## config.mk

```make
export PLATFORM = sky130hd
export DESIGN_NAME = turn_sequencer_flat
export DESIGN_NICKNAME = d
export VERILOG_FILES = /design/src/rtl/tictactoe_pkg.sv /design/src/rtl/turn_sequencer_if.sv /design/src/rtl/turn_timer.sv /design/src/rtl/turn_sequencer.sv /design/src/flat_wrapper.sv
export SDC_FILE = /design/constraint.sdc
export NUM_CORES = 1
export LEC_CHECK = 0
export ABC_AREA = 1
export BUFFER_PORTS_ARGS = -buffer_cell sky130_fd_sc_hd__buf_4
export CAP_MARGIN = 40
export CORE_AREA = 2 2 50 52
export CTS_CLUSTER_DIAMETER = 40
export CTS_CLUSTER_SIZE = 14
export DETAILED_ROUTE_END_ITERATION = 16
export DIE_AREA = 0 0 52 54
export PLACE_DENSITY = 0.75
export SLEW_MARGIN = 20
export SYNTH_ARGS = -nofsm -noshare
export SYNTH_HDL_FRONTEND = slang
export SYNTH_SLANG_ARGS = --single-unit
```

## constraint.sdc

```tcl
create_clock -name clk -period 1.7 [get_ports clk]
set_input_delay 0.34 -clock clk [delete_from_list [all_inputs] [get_ports clk]]
set_output_delay 0.34 -clock clk [all_outputs]
set_load 0.01 [all_outputs]
```

## src/rtl/tictactoe_pkg.sv

```systemverilog
// Shared encodings for the tic-tac-toe grid, players, results and the turn sequencer FSM.
package tictactoe_pkg;
  localparam int NUM_CELLS = 9;
  localparam int BOARD_W   = 2 * NUM_CELLS;

  localparam logic [1:0] CELL_EMPTY = 2'd0;
  localparam logic [1:0] CELL_O     = 2'd1;
  localparam logic [1:0] CELL_X     = 2'd2;

  localparam logic [1:0] P1 = 2'd1;
  localparam logic [1:0] P2 = 2'd2;

  localparam logic [1:0] RES_NONE = 2'd0;
  localparam logic [1:0] RES_P1   = 2'd1;
  localparam logic [1:0] RES_P2   = 2'd2;
  localparam logic [1:0] RES_DRAW = 2'd3;

  typedef enum logic [2:0] {WAIT, CHECK, WRITE, EVAL, OVER} seq_state_t;

  // Out-of-range addresses read back as occupied so they can never be written.
  function automatic logic [1:0] cell_at(input logic [BOARD_W-1:0] b, input logic [3:0] a);
    logic [1:0] c;
    c = 2'b11;
    for (int i = 0; i < NUM_CELLS; i++)
      if (a == 4'(i)) c = b[2*i +: 2];
    return c;
  endfunction

  function automatic logic [1:0] other_player(input logic [1:0] p);
    return (p == P1) ? P2 : P1;
  endfunction
endpackage

```

## src/rtl/turn_sequencer_if.sv

```systemverilog
// Board-side request/evaluator inputs and grid write / game status outputs of the sequencer.
interface turn_sequencer_if;
  logic                              confirm;
  logic [3:0]                        address;
  logic [tictactoe_pkg::BOARD_W-1:0] board;
  logic                              end_signal;
  logic [1:0]                        winner;
  logic                              wr_en;
  logic [3:0]                        wr_addr;
  logic [1:0]                        wr_value;
  logic [1:0]                        current_player;
  logic                              illegal_move;
  logic                              timeout;
  logic                              game_over;
  logic [1:0]                        result;
  logic [3:0]                        move_count;

  modport master (
    input  confirm, address, board, end_signal, winner,
    output wr_en, wr_addr, wr_value, current_player, illegal_move, timeout,
           game_over, result, move_count
  );

  modport slave (
    output confirm, address, board, end_signal, winner,
    input  wr_en, wr_addr, wr_value, current_player, illegal_move, timeout,
           game_over, result, move_count
  );
endinterface

```

## src/rtl/turn_timer.sv

```systemverilog
// Idle-turn counter: counts while enabled and flags the last cycle of each LIMIT-cycle period.
module turn_timer #(
  parameter int TMR_W = 26,
  parameter int LIMIT = 0
) (
  input  logic clk,
  input  logic reset,
  input  logic clr,
  input  logic en,
  output logic expire
);
  localparam logic [TMR_W-1:0] LAST = (LIMIT > 0) ? TMR_W'(LIMIT - 1) : '0;

  logic [TMR_W-1:0] cnt;

  assign expire = en && (LIMIT > 0) && (cnt == LAST);

  always_ff @(posedge clk) begin
    if (reset || clr) cnt <= '0;
    else if (en)      cnt <= expire ? '0 : cnt + 1'b1;
  end
endmodule

```

## src/rtl/turn_sequencer.sv

```systemverilog
// Tic-tac-toe move sequencer: validates confirm requests, is the only grid writer, and
// samples the win evaluator after each write to pass the turn or end the game.
module turn_sequencer
  import tictactoe_pkg::*;
#(
  parameter int TURN_TIMEOUT = 0,
  parameter int TMR_W        = 26
) (
  input logic              clk,
  input logic              reset,
  turn_sequencer_if.master bus
);
  seq_state_t state;
  logic       confirm_q;
  logic [3:0] addr_q;
  logic [1:0] player;
  logic [1:0] result_q;
  logic [3:0] moves;
  logic       illegal_q;
  logic       timeout_q;
  logic       over_q;
  logic       req;
  logic       tmr_en;
  logic       tmr_clr;
  logic       expire;

  assign req = bus.confirm & ~confirm_q;

  // A request in the expiring cycle holds the timer off, so the move wins over the timeout.
  assign tmr_en  = (TURN_TIMEOUT != 0) && (state == WAIT) && !req;
  assign tmr_clr = (state != WAIT) || req;

  turn_timer #(.TMR_W(TMR_W), .LIMIT(TURN_TIMEOUT)) u_timer (
    .clk    (clk),
    .reset  (reset),
    .clr    (tmr_clr),
    .en     (tmr_en),
    .expire (expire)
  );

  always_ff @(posedge clk) begin
    if (reset) begin
      state     <= WAIT;
      confirm_q <= 1'b1;
      addr_q    <= 4'd0;
      player    <= P1;
      result_q  <= RES_NONE;
      moves     <= 4'd0;
      illegal_q <= 1'b0;
      timeout_q <= 1'b0;
      over_q    <= 1'b0;
    end else begin
      confirm_q <= bus.confirm;
      illegal_q <= 1'b0;
      timeout_q <= 1'b0;
      case (state)
        WAIT: begin
          if (req) begin
            addr_q <= bus.address;
            state  <= CHECK;
          end else if (expire) begin
            timeout_q <= 1'b1;
            player    <= other_player(player);
          end
        end
        CHECK: begin
          if (addr_q > 4'd8 || cell_at(bus.board, addr_q) != CELL_EMPTY) begin
            illegal_q <= 1'b1;
            state     <= WAIT;
          end else begin
            state <= WRITE;
          end
        end
        WRITE: state <= EVAL;
        EVAL: begin
          moves <= moves + 4'd1;
          if (bus.end_signal) begin
            result_q <= bus.winner;
            over_q   <= 1'b1;
            state    <= OVER;
          end else if (moves == 4'(NUM_CELLS - 1)) begin
            // Full board without an evaluator verdict still ends the game as a draw.
            result_q <= RES_DRAW;
            over_q   <= 1'b1;
            state    <= OVER;
          end else begin
            player <= other_player(player);
            state  <= WAIT;
          end
        end
        OVER:    state <= OVER;
        default: state <= WAIT;
      endcase
    end
  end

  assign bus.wr_en          = (state == WRITE);
  assign bus.wr_addr        = (state == WRITE) ? addr_q : 4'd0;
  assign bus.wr_value       = (state == WRITE) ? player : 2'd0;
  assign bus.current_player = player;
  assign bus.illegal_move   = illegal_q;
  assign bus.timeout        = timeout_q;
  assign bus.game_over      = over_q;
  assign bus.result         = result_q;
  assign bus.move_count     = moves;
endmodule
```

## src/flat_wrapper.sv

```systemverilog
// flat-port wrapper written by rule: the top's interface ports become plain ports
module turn_sequencer_flat import tictactoe_pkg::*;
#(
  parameter int TURN_TIMEOUT = 0,
  parameter int TMR_W        = 26
)
  (clk, reset, bus_confirm, bus_address, bus_board, bus_end_signal, bus_winner, bus_wr_en, bus_wr_addr, bus_wr_value, bus_current_player, bus_illegal_move, bus_timeout, bus_game_over, bus_result, bus_move_count);
  turn_sequencer_if bus_i ();
  input logic clk;
  input logic reset;
  input wire logic [$bits(bus_i.confirm)-1:0] bus_confirm;
  input wire logic [$bits(bus_i.address)-1:0] bus_address;
  input wire logic [$bits(bus_i.board)-1:0] bus_board;
  input wire logic [$bits(bus_i.end_signal)-1:0] bus_end_signal;
  input wire logic [$bits(bus_i.winner)-1:0] bus_winner;
  output wire logic [$bits(bus_i.wr_en)-1:0] bus_wr_en;
  output wire logic [$bits(bus_i.wr_addr)-1:0] bus_wr_addr;
  output wire logic [$bits(bus_i.wr_value)-1:0] bus_wr_value;
  output wire logic [$bits(bus_i.current_player)-1:0] bus_current_player;
  output wire logic [$bits(bus_i.illegal_move)-1:0] bus_illegal_move;
  output wire logic [$bits(bus_i.timeout)-1:0] bus_timeout;
  output wire logic [$bits(bus_i.game_over)-1:0] bus_game_over;
  output wire logic [$bits(bus_i.result)-1:0] bus_result;
  output wire logic [$bits(bus_i.move_count)-1:0] bus_move_count;
  assign bus_i.confirm = bus_confirm;
  assign bus_i.address = bus_address;
  assign bus_i.board = bus_board;
  assign bus_i.end_signal = bus_end_signal;
  assign bus_i.winner = bus_winner;
  assign bus_wr_en = bus_i.wr_en;
  assign bus_wr_addr = bus_i.wr_addr;
  assign bus_wr_value = bus_i.wr_value;
  assign bus_current_player = bus_i.current_player;
  assign bus_illegal_move = bus_i.illegal_move;
  assign bus_timeout = bus_i.timeout;
  assign bus_game_over = bus_i.game_over;
  assign bus_result = bus_i.result;
  assign bus_move_count = bus_i.move_count;
  turn_sequencer #(.TURN_TIMEOUT(TURN_TIMEOUT), .TMR_W(TMR_W)) u_core (.clk(clk), .reset(reset), .bus(bus_i));
endmodule
```

==> impl_results.md, run 1 <==
- Final instance area: 0.001401 sq mm
- Power Dens Cells: 608.2 mW/mm^2
- Synth-to-Final Area Change: 44.52%
- Maxcap violations: 0
- Endpoints failing hold: 0
- Routed Wire Length: 2.447 mm
- Hold Path Class: primary input to register
- CP startpoint kind: register
- DP Area: 0.001326 sq mm
- Largest fanout on the critical path: 7
- GRT Overall Usage: 17.80%
- Cell Rows: 18
- # setup viols final: 0
- Longest Clk Path Bufs: 2
- HPWL after DPL: 1.929 mm
- Die W: 52 um
- Core area: 0.002320 sq mm
- Die H: 54 um
- Largest net degree at the start of global routing: 13
- WL per Instance: 10.88 um
- Worst skew pair latency: 0.30 ns
- Most common flop cell mapped by yosys: dfxtp_1
- Synthesized area per cell: 6.642 sq um
- DR DRC count: 0
- CTS Root Cell: clkbuf_4
- Vias per inst: 4.778
- TritonRoute pass-1 iters: 4
- Grt ovf: 0
- Seq/Total Area, Yosys: 37.16%
- Setup ws final: 0.05380 ns
- CTS sink count: 18
- Worst slew pin tran: 0.4943 ns
- Filler cells: 229
- Fin crit share: 96.84%
- Worst EP arrival: 1.31 ns
- Final core utilization: 60.41%
- Net count reported at finish: 226
- Post-Synthesis Cells: 146
- Slew HR: 66.61%
- CTS tree: done
- Port Buffers: 44
- Hold Slack: 0.2120 ns
- Peak VDD IR: 569.5 uV
- Asr flop ratio synth: 0%
- Critical path data required time: 1.36 ns
- Initial antenna violation count: 0
- Post-synthesis cell type count: 26
- Top Ports: 46
- #FFs+latches synth: 18
- Worst slack, placed: 0.2593 ns
- TNS Setup: 0 ns
- Clk_skew: 0.003314 ns
- Cts bufs inserted: 3
- Initial core utilization: 41.80%
- Total power: 0.8522 mW
- CP Capture Type: output port
- Synthesized area: 969.7 sq um
- Placer Congestion: 0.8111
- CTS H-tree depth: 1
- Leak: 0.6816 nW
- Die area: 0.002808 sq mm
- Slew Viols, Final: 0
- Commonest cells after routing, fill and taps aside: buf_4, inv_1, nand2_1, nor2_1, dfxtp_1
- First-pass GRT wire length: 3.677 mm
- Vias: 1075
- Syn Nets: 176
- CP Class: register to output port
- Final Instance Count excl. Fillers: 225
- Initial DRC count: 19
- Antenna Cells: 0
- Layout cells sized above 1: 37.95%
- DRT antenna net count: 0
- Vias in the first global route: 936
- Placed cells: 218
- Number of synthesized flops with an enable pin: 0
- Status: finished, final reports clean
- Tmin final: 1.646 ns
- FMAX: 607.5 MHz
- Commonest non-fill, non-tap cell in the layout: buf_4
- Yosys warnings: 0
- Clock transition at path regs: 0.10 ns
## flip-flops by register name (all words and copies together), names as in the netlist
register	count
u_core.bus.result	2
u_core.confirm_q	1
u_core.addr_q	4
u_core.bus.current_player	2
u_core.state	3
u_core.bus.game_over	1
u_core.bus.move_count	4
u_core.bus.illegal_move	1
## final timing paths
| kind | start | endpoint | slack (ns) | depth (start not counted) |
|---|---|---|---|---|
| max | u_core.state[0] | bus_wr_value[0] | 0.05 | 6 |
| min | bus_confirm | u_core.confirm_q | 0.21 | 3 |
| max reg2reg | u_core.addr_q[2] | u_core.state[1] | 0.24 | 12 |
| min reg2reg | u_core.bus.game_over | u_core.bus.game_over | 0.51 | 2 |
## final cells by class
cell class	count	area [sq um]	area share (%)
flip-flops and latches	18	361.6	25.80
multi-input cells	98	508.0	36.25
well taps	30	37.54	2.679
clock buffers	4	36.28	2.589
inverters	28	105.1	7.500
repair buffers	47	352.8	25.18
## critical path: stages, from the launching register on
cell and delay, ns:
dfxtp_1 0.35, nor2_2 0.11, inv_1 0.07, nor2_2 0.14, inv_2 0.11, nor2_1 0.11, buf_4 0.12
## Yosys cell counts (2+ instances only)
master	instances	area (sq um)
nor2_1	24	90.09
a21oi_1	8	40.04
nand3b_1	2	15.01
o21ai_0	4	20.02
ha_1	2	25.02
nor3_1	6	30.03
o21ai_1	8	40.04
nand2_1	19	71.32
nor2_2	5	31.28
nand3_2	2	20.02
nand3_1	7	35.03
a31oi_1	2	12.51
inv_1	21	78.83
inv_2	7	26.28
dfxtp_1	18	360.4
## where the power goes
| group | switching (mW) | internal [mW] | leakage [nW] |
|---|---|---|---|
| clock network | 0.137 | 0.131 | 0.0210 |
| logic | 0.0733 | 0.0724 | 0.514 |
| registers | 0.00841 | 0.430 | 0.146 |
| total | 0.219 | 0.633 | 0.682 |
## per-layer routing
metal / part of all wire, % / wire [um] / track usage [%] / up-vias
li1: - / - / - / 562
met1: 40 / 986 / 19.59 / 472
met2: 50 / 1232 / 33.54 / 37
met3: 7.5 / 184 / 1.944 / 4
met4: 1.8 / 44 / 9.211 / 0
met5: 0 / 0 / 0 / -
## cells by family after synthesis
| logic type | Yosys count | synth area share, % |
|---|---|---|
| adder cells (fa/ha/maj) | 2 | 2.580 |
| flip-flops | 18 | 37.16 |
| buffers and inverters | 30 | 12.00 |
| other | 1 | 0.3867 |
| AO/OA/AOI/OAI | 27 | 15.74 |
| AND/OR/NAND/NOR | 68 | 32.13 |
## what timing repair did
item / 4_1_cts / 5_1_grt
cloned: 0 / 0
hold buffers: 0 / 0
resized for setup: 1 / 7
pin swaps: 0 / 2
setup endpoints to repair: 1 / 6
setup buffers: 0 / 3
Note: power is estimated with default switching activity, not from simulation.
==> run 2, diff against run 1 <==
CORE_AREA = 2 2 53 55   (was 2 2 50 52)
CTS_BUF_LIST = sky130_fd_sc_hd__clkbuf_4 sky130_fd_sc_hd__clkbuf_8   (was unset)
CTS_CLUSTER_SIZE = unset   (was 14)
DIE_AREA = 0 0 55 57   (was 0 0 52 54)
PLACE_DENSITY = 0.68   (was 0.75)
==> run 2 against run 1 <==
Net effect: first-iteration DRC count up 11%; sequential power about the same; combinational power down 4%; worst hold slack better by 0.010 ns; non-clock buffer count down 3; routed wire length up 0.33%; sequential cell count unchanged; global-route usage down 1.7 points; clock power down 3%; setup slack better by 0.025 ns.
==> impl_results.md, run 2 (synthesized netlist as in run 1, its figures left out) <==
- Initial antenna violation count: 0 (unchanged)
- TritonRoute pass-1 iters: 4 (unchanged)
- First-pass GRT wire length: 3.891 mm (+5.8%)
- Die area: 0.003135 sq mm (+12%)
- Maxcap violations: 0 (unchanged)
- TNS Setup: 0 ns (unchanged)
- Commonest cells after routing, fill and taps aside: buf_4, nor2_1, inv_1, nand2_1, dfxtp_1
- DR DRC count: 0 (unchanged)
- Vias: 1088 (+1.2%)
- Most used cell, CP: nor2_1
- Clock transition at path regs: 0.10 ns (about the same)
- Final instance area: 0.001366 sq mm (-2.5%)
- DP Area: 0.001328 sq mm (about the same)
- Endpoints failing hold: 0 (unchanged)
- # setup viols final: 0 (unchanged)
- Largest fanout on the critical path: 7 (unchanged)
- CTS Root Cell: clkbuf_4
- Final Instance Count excl. Fillers: 223 (-0.89%)
- DRT antenna net count: 0 (unchanged)
- RSZ-0062 raised after global routing: false
- Initial core utilization: 37.08% (-4.7 points)
- HPWL after DPL: 2.024 mm (+4.9%)
- Worst EP arrival: 1.28 ns (-0.03 ns)
- CP delay by family, top: flip-flops
- GRT Overall Usage: 16.10% (-1.7 points)
- Cts bufs inserted: 3 (unchanged)
- Critical path data required time: 1.36 ns (about the same)
- Longest Clk Path Bufs: 2 (unchanged)
- FF-to-FF setup slack: 0.25 ns (about the same)
- Cell Rows: 19 (+1)
- Vias per inst: 4.879 (+2.1%)
- Initial DRC count: 21 (+2)
- Tmin final: 1.621 ns (-0.02526 ns)
- Leak: 0.6657 nW (-2.3%)
- Die W: 55 um (+5.8%)
- Antenna Cells: 0 (unchanged)
- FMAX: 616.9 MHz (+1.6%)
- Grt ovf: 0 (unchanged)
- Buf/Inv on CP: 3 (unchanged)
- CP Class: register to output port
- Crit path cell chain: nor2_1, inv_1, nor2_2, inv_2, nor2_1, buf_4
- Core area: 0.002615 sq mm (+13%)
- Largest net degree at the start of global routing: 13 (unchanged)
- Worst skew pair latency: 0.29 ns (about the same)
- CTS H-tree depth: 1 (unchanged)
- Clk_skew: 0.003976 ns (+0.0006621 ns)
- Power Dens Cells: 613.5 mW/mm^2 (+0.88%)
- Routed Wire Length: 2.455 mm (+0.33%)
- Layout cells sized above 1: 33.85% (-4.1 points)
- Commonest non-fill, non-tap cell in the layout: buf_4
- Port Buffers: 44 (unchanged)
- Status: finished, final reports clean
- Top Ports: 46 (unchanged)
- Fin crit share: 95.35% (-1.5 points)
- WL per Instance: 11.01 um (+1.2%)
- Post-CTS Setup Repair Bufs: 0 (unchanged)
- Placer Congestion: 0.7058 (-13%)
- Slew Viols, Final: 0 (unchanged)
- Vias in the first global route: 971 (+3.7%)
- CTS sink count: 18 (unchanged)
- Synth-to-Final Area Change: 40.90%
- Peak VDD IR: 520.4 uV (-8.6%)
- Max incr delay on CP: 0.35 ns (about the same)
- Net count reported at finish: 223 (-1.3%)
- Total power: 0.8383 mW (-1.6%)
- Hold Path Class: primary input to register
- CP startpoint kind: register
- CP max-delay cell: dfxtp_1
- CTS tree: done
- Die H: 57 um (+5.6%)
- CP Capture Type: output port
- Placed cells: 219 (+0.46%)
## run 2: changes by cell type in the layout (fill, tap and decap cells not counted), sizes merged
cell,delta
buf,-3
## run 2: stage by stage
stage	setup WS (ns)	util [%]	hold WS, ns
4_1_cts	0.02778	52.15	0.2159
6_report	0.07905	52.25	0.2224
2_1_floorplan	0.3747	-	0.4024
3_3_place_gp	0.3113	50.77	0.4664
5_1_grt	0.01781	52.25	0.2214
3_5_place_dp	0.2516	50.77	0.4718
## run 2: area by class of cell
class,instances,area (sq um)
Tap cell,31,38.79
Timing Repair Buffer,44,330.3
Multi-Input combinational cell,98,495.5
Clock buffer,4,36.28
Fill cell,287,1249
Sequential cell,18,360.3
Inverter,28,105.1
## run 2: where the power goes
part	internal [mW]	total (mW)	switching, mW
logic	0.0700	0.140	0.0702
registers	0.430	0.438	0.00796
clock network	0.130	0.260	0.129
total	0.631	0.838	0.208
## run 2: timing repair
| item | CTS | global route |
|---|---|---|
| hold endpoints to repair | 0 | 0 |
| gates cloned | 0 | 0 |
| hold buffers | 0 | 0 |
| setup endpoints to repair | 1 | 6 |
| gates resized for setup | 1 | 1 |
## run 2: metal layers
metal / vias up / track usage [%] / share of wire, %
met1: 484 / 19.74 / 39
met4: 0 / 4.181 / 0.90
met5: - / 0 / 0
met3: 3 / 1.571 / 10
li1: 557 / - / -
met2: 44 / 29.08 / 50
## run 2: path summary, 6_finish.rpt
kind / startpoint / endpoint / cells past startpoint
setup / recovery: u_core.state[2] / bus_wr_addr[2] / 6
hold / removal: bus_confirm / u_core.confirm_q / 3
setup reg to reg: u_core.state[1] / u_core.bus.current_player[0] / 7
hold reg to reg: u_core.bus.game_over / u_core.bus.game_over / 2
## run 2: worst register-to-register path: stages (launching register included)
cell	delay, ns
dfxtp_1	0.39
inv_2	0.07
nor3_1	0.30
inv_2	0.14
nor2_1	0.17
nand3_1	0.12
o21ai_0	0.09
nand2_1	0.06
==> run 3, diff against run 2 <==
CORE_AREA = 2 2 49 51   (was 2 2 53 55)
DIE_AREA = 0 0 51 53   (was 0 0 55 57)
PLACE_DENSITY = 0.78   (was 0.68)
==> run 3 against run 2 <==
Net effect: setup slack about the same; design area up 0.27%; sequential power about the same; routed wire length up 0.90%; critical path type unchanged; critical endpoint is now bus_wr_addr[1].
==> impl_results.md, run 3 (synthesized netlist as in run 1, its figures left out) <==
- Status: finished, final reports clean
- Die W: 51 um (-7.3%)
- Top Ports: 46 (unchanged)
- Initial antenna violation count: 0 (unchanged)
- Setup ws final: 0.07931 ns (+0.0002517 ns)
- Final instance area: 0.001370 sq mm (+0.27%)
- Total power: 0.8434 mW (+0.61%)
- CP Class: register to output port
- Grt ovf: 0 (unchanged)
- CP startpoint kind: register
- Synth-to-Final Area Change: 41.29%
- Largest net degree at the start of global routing: 13 (unchanged)
- Vias: 1092 (+0.37%)
- Vias in the first global route: 1008 (+3.8%)
- Endpoints failing hold: 0 (unchanged)
- Longest Clk Path Bufs: 2 (unchanged)
- TritonRoute pass-1 iters: 4 (unchanged)
- CTS H-tree depth: 1 (unchanged)
- First-pass GRT wire length: 4.002 mm (+2.9%)
- Slew Viols, Final: 0 (unchanged)
- Clk_skew: 0.0008766 ns (-0.003099 ns)
- Met2 routed WL: 1.233 mm (+1.1%)
- Crit path cell chain: nor2_1, inv_1, nor2_2, inv_2, nor2_1, buf_4
- CTS Root Cell: clkbuf_4
- Cell Rows: 17 (-2)
- Fin crit share: 95.33% (about the same)
- Worst EP arrival: 1.28 ns (about the same)
- Routed Wire Length: 2.477 mm (+0.90%)
- CP max-delay cell: dfxtp_1
- Filler cells: 215 (-25%)
- Most used cell, CP: nor2_1
- Area of the multi-input gates: 495.5 sq um (unchanged)
- Layout cells sized above 1: 34.20% (+0.34 points)
- M1 wire length: 1.039 mm (+7.7%)
- Tmin final: 1.621 ns (-0.0002517 ns)
- # setup viols final: 0 (unchanged)
- Maxcap violations: 0 (unchanged)
- WL per Instance: 11.21 um (+1.8%)
- DR DRC count: 0 (unchanged)
- Critical path data required time: 1.36 ns (about the same)
- CP Capture Type: output port
- Antenna Cells: 0 (unchanged)
- Leak: 0.6711 nW (+0.82%)
- Peak VDD IR: 532.2 uV (+2.3%)
- Net count reported at finish: 224 (+0.45%)
- Final core utilization: 63.77% (+12 points)
- DP Area: 0.001324 sq mm (-0.28%)
- Initial DRC count: 21 (unchanged)
- CP delay by family, top: flip-flops
- Max incr delay on CP: 0.35 ns (about the same)
- Placer Congestion: 0.7881 (+12%)
- DR top layer: met4
- Worst slack, placed: 0.2512 ns (-0.0003780 ns)
- Storage element area: 360.3 sq um (unchanged)
- Die area: 0.002703 sq mm (-14%)
- Worst slew pin tran: 0.5796 ns
- Die H: 53 um (-7.0%)
- Hold Path Class: primary input to register
- TNS Setup: 0 ns (unchanged)
- Buf/Inv on CP: 3 (unchanged)
- FMAX: 617.0 MHz (about the same)
- HPWL after DPL: 1.990 mm (-1.7%)
- Clock transition at path regs: 0.10 ns (about the same)
- CTS sink count: 18 (unchanged)
- Port Buffers: 44 (unchanged)
- GRT Overall Usage: 19.18% (+3.1 points)
- Core area: 0.002148 sq mm (-18%)
- Largest fanout on the critical path: 7 (unchanged)
- Commonest non-fill, non-tap cell in the layout: buf_4
- Slew HR: 60.85%
- Worst skew pair latency: 0.29 ns (about the same)
- Power Dens Cells: 615.6 mW/mm^2 (+0.34%)
- Cts bufs inserted: 3 (unchanged)
- DRT antenna net count: 0 (unchanged)
- WL met3: 192 um (-23%)
- Initial core utilization: 45.14% (+8.1 points)
- CTS tree: done
- Commonest cells after routing, fill and taps aside: buf_4, nor2_1, inv_1, nand2_1, dfxtp_1
- Vias per inst: 4.941 (+1.3%)
run 3: area by class of cell:
cell class                 count  area share, %
multi-input combinational     98          36.16
sequential                    18          26.30
timing repair buffer          45          24.66
inverter                      28          7.671
clock buffer                   4          2.648
tap                           28          2.557
run 3: stage by stage:
| step | hold slack (ns) | std cells |
|---|---|---|
| 6_report | 0.2245 | 221 |
| 5_1_grt | 0.2076 | 221 |
| 4_1_cts | 0.2197 | 220 |
| 3_5_place_dp | 0.4774 | 216 |
| 3_3_place_gp | 0.4849 | 216 |
| 2_1_floorplan | 0.4024 | 146 |
run 3: worst paths after layout:
kind,to,startpoint,cells after the start,slack (ns)
setup / recovery,bus_wr_addr[1],u_core.state[2],6,0.08
hold / removal,u_core.confirm_q,bus_confirm,3,0.22
setup reg to reg,u_core.state[1],u_core.addr_q[1],5,0.22
hold reg to reg,u_core.bus.game_over,u_core.bus.game_over,2,0.50
run 3: layer usage:
| layer | up-vias | GRT usage [%] |
|---|---|---|
| met5 | - | 0 |
| li1 | 558 | - |
| met1 | 488 | 21.99 |
| met2 | 44 | 36.15 |
| met3 | 2 | 2.542 |
| met4 | 0 | 6.757 |
run 3: timing repair:
action | in CTS | in global routing
setup endpoints to repair | 2 | 6
gates cloned | 0 | 0
gates resized for setup | 1 | 1
hold buffers | 0 | 0
buffers inserted | 0 | 1
run 3: power by group:
part | internal, mW | total [mW] | switching (mW)
registers | 0.430 | 0.439 | 0.00839
clock network | 0.130 | 0.262 | 0.132
logic | 0.0706 | 0.143 | 0.0722
total | 0.631 | 0.843 | 0.212
run 3: tightest hold or removal path, stage by stage:
cell	delay, ns
buf_4	0.08
inv_1	0.03
nand2_1	0.04
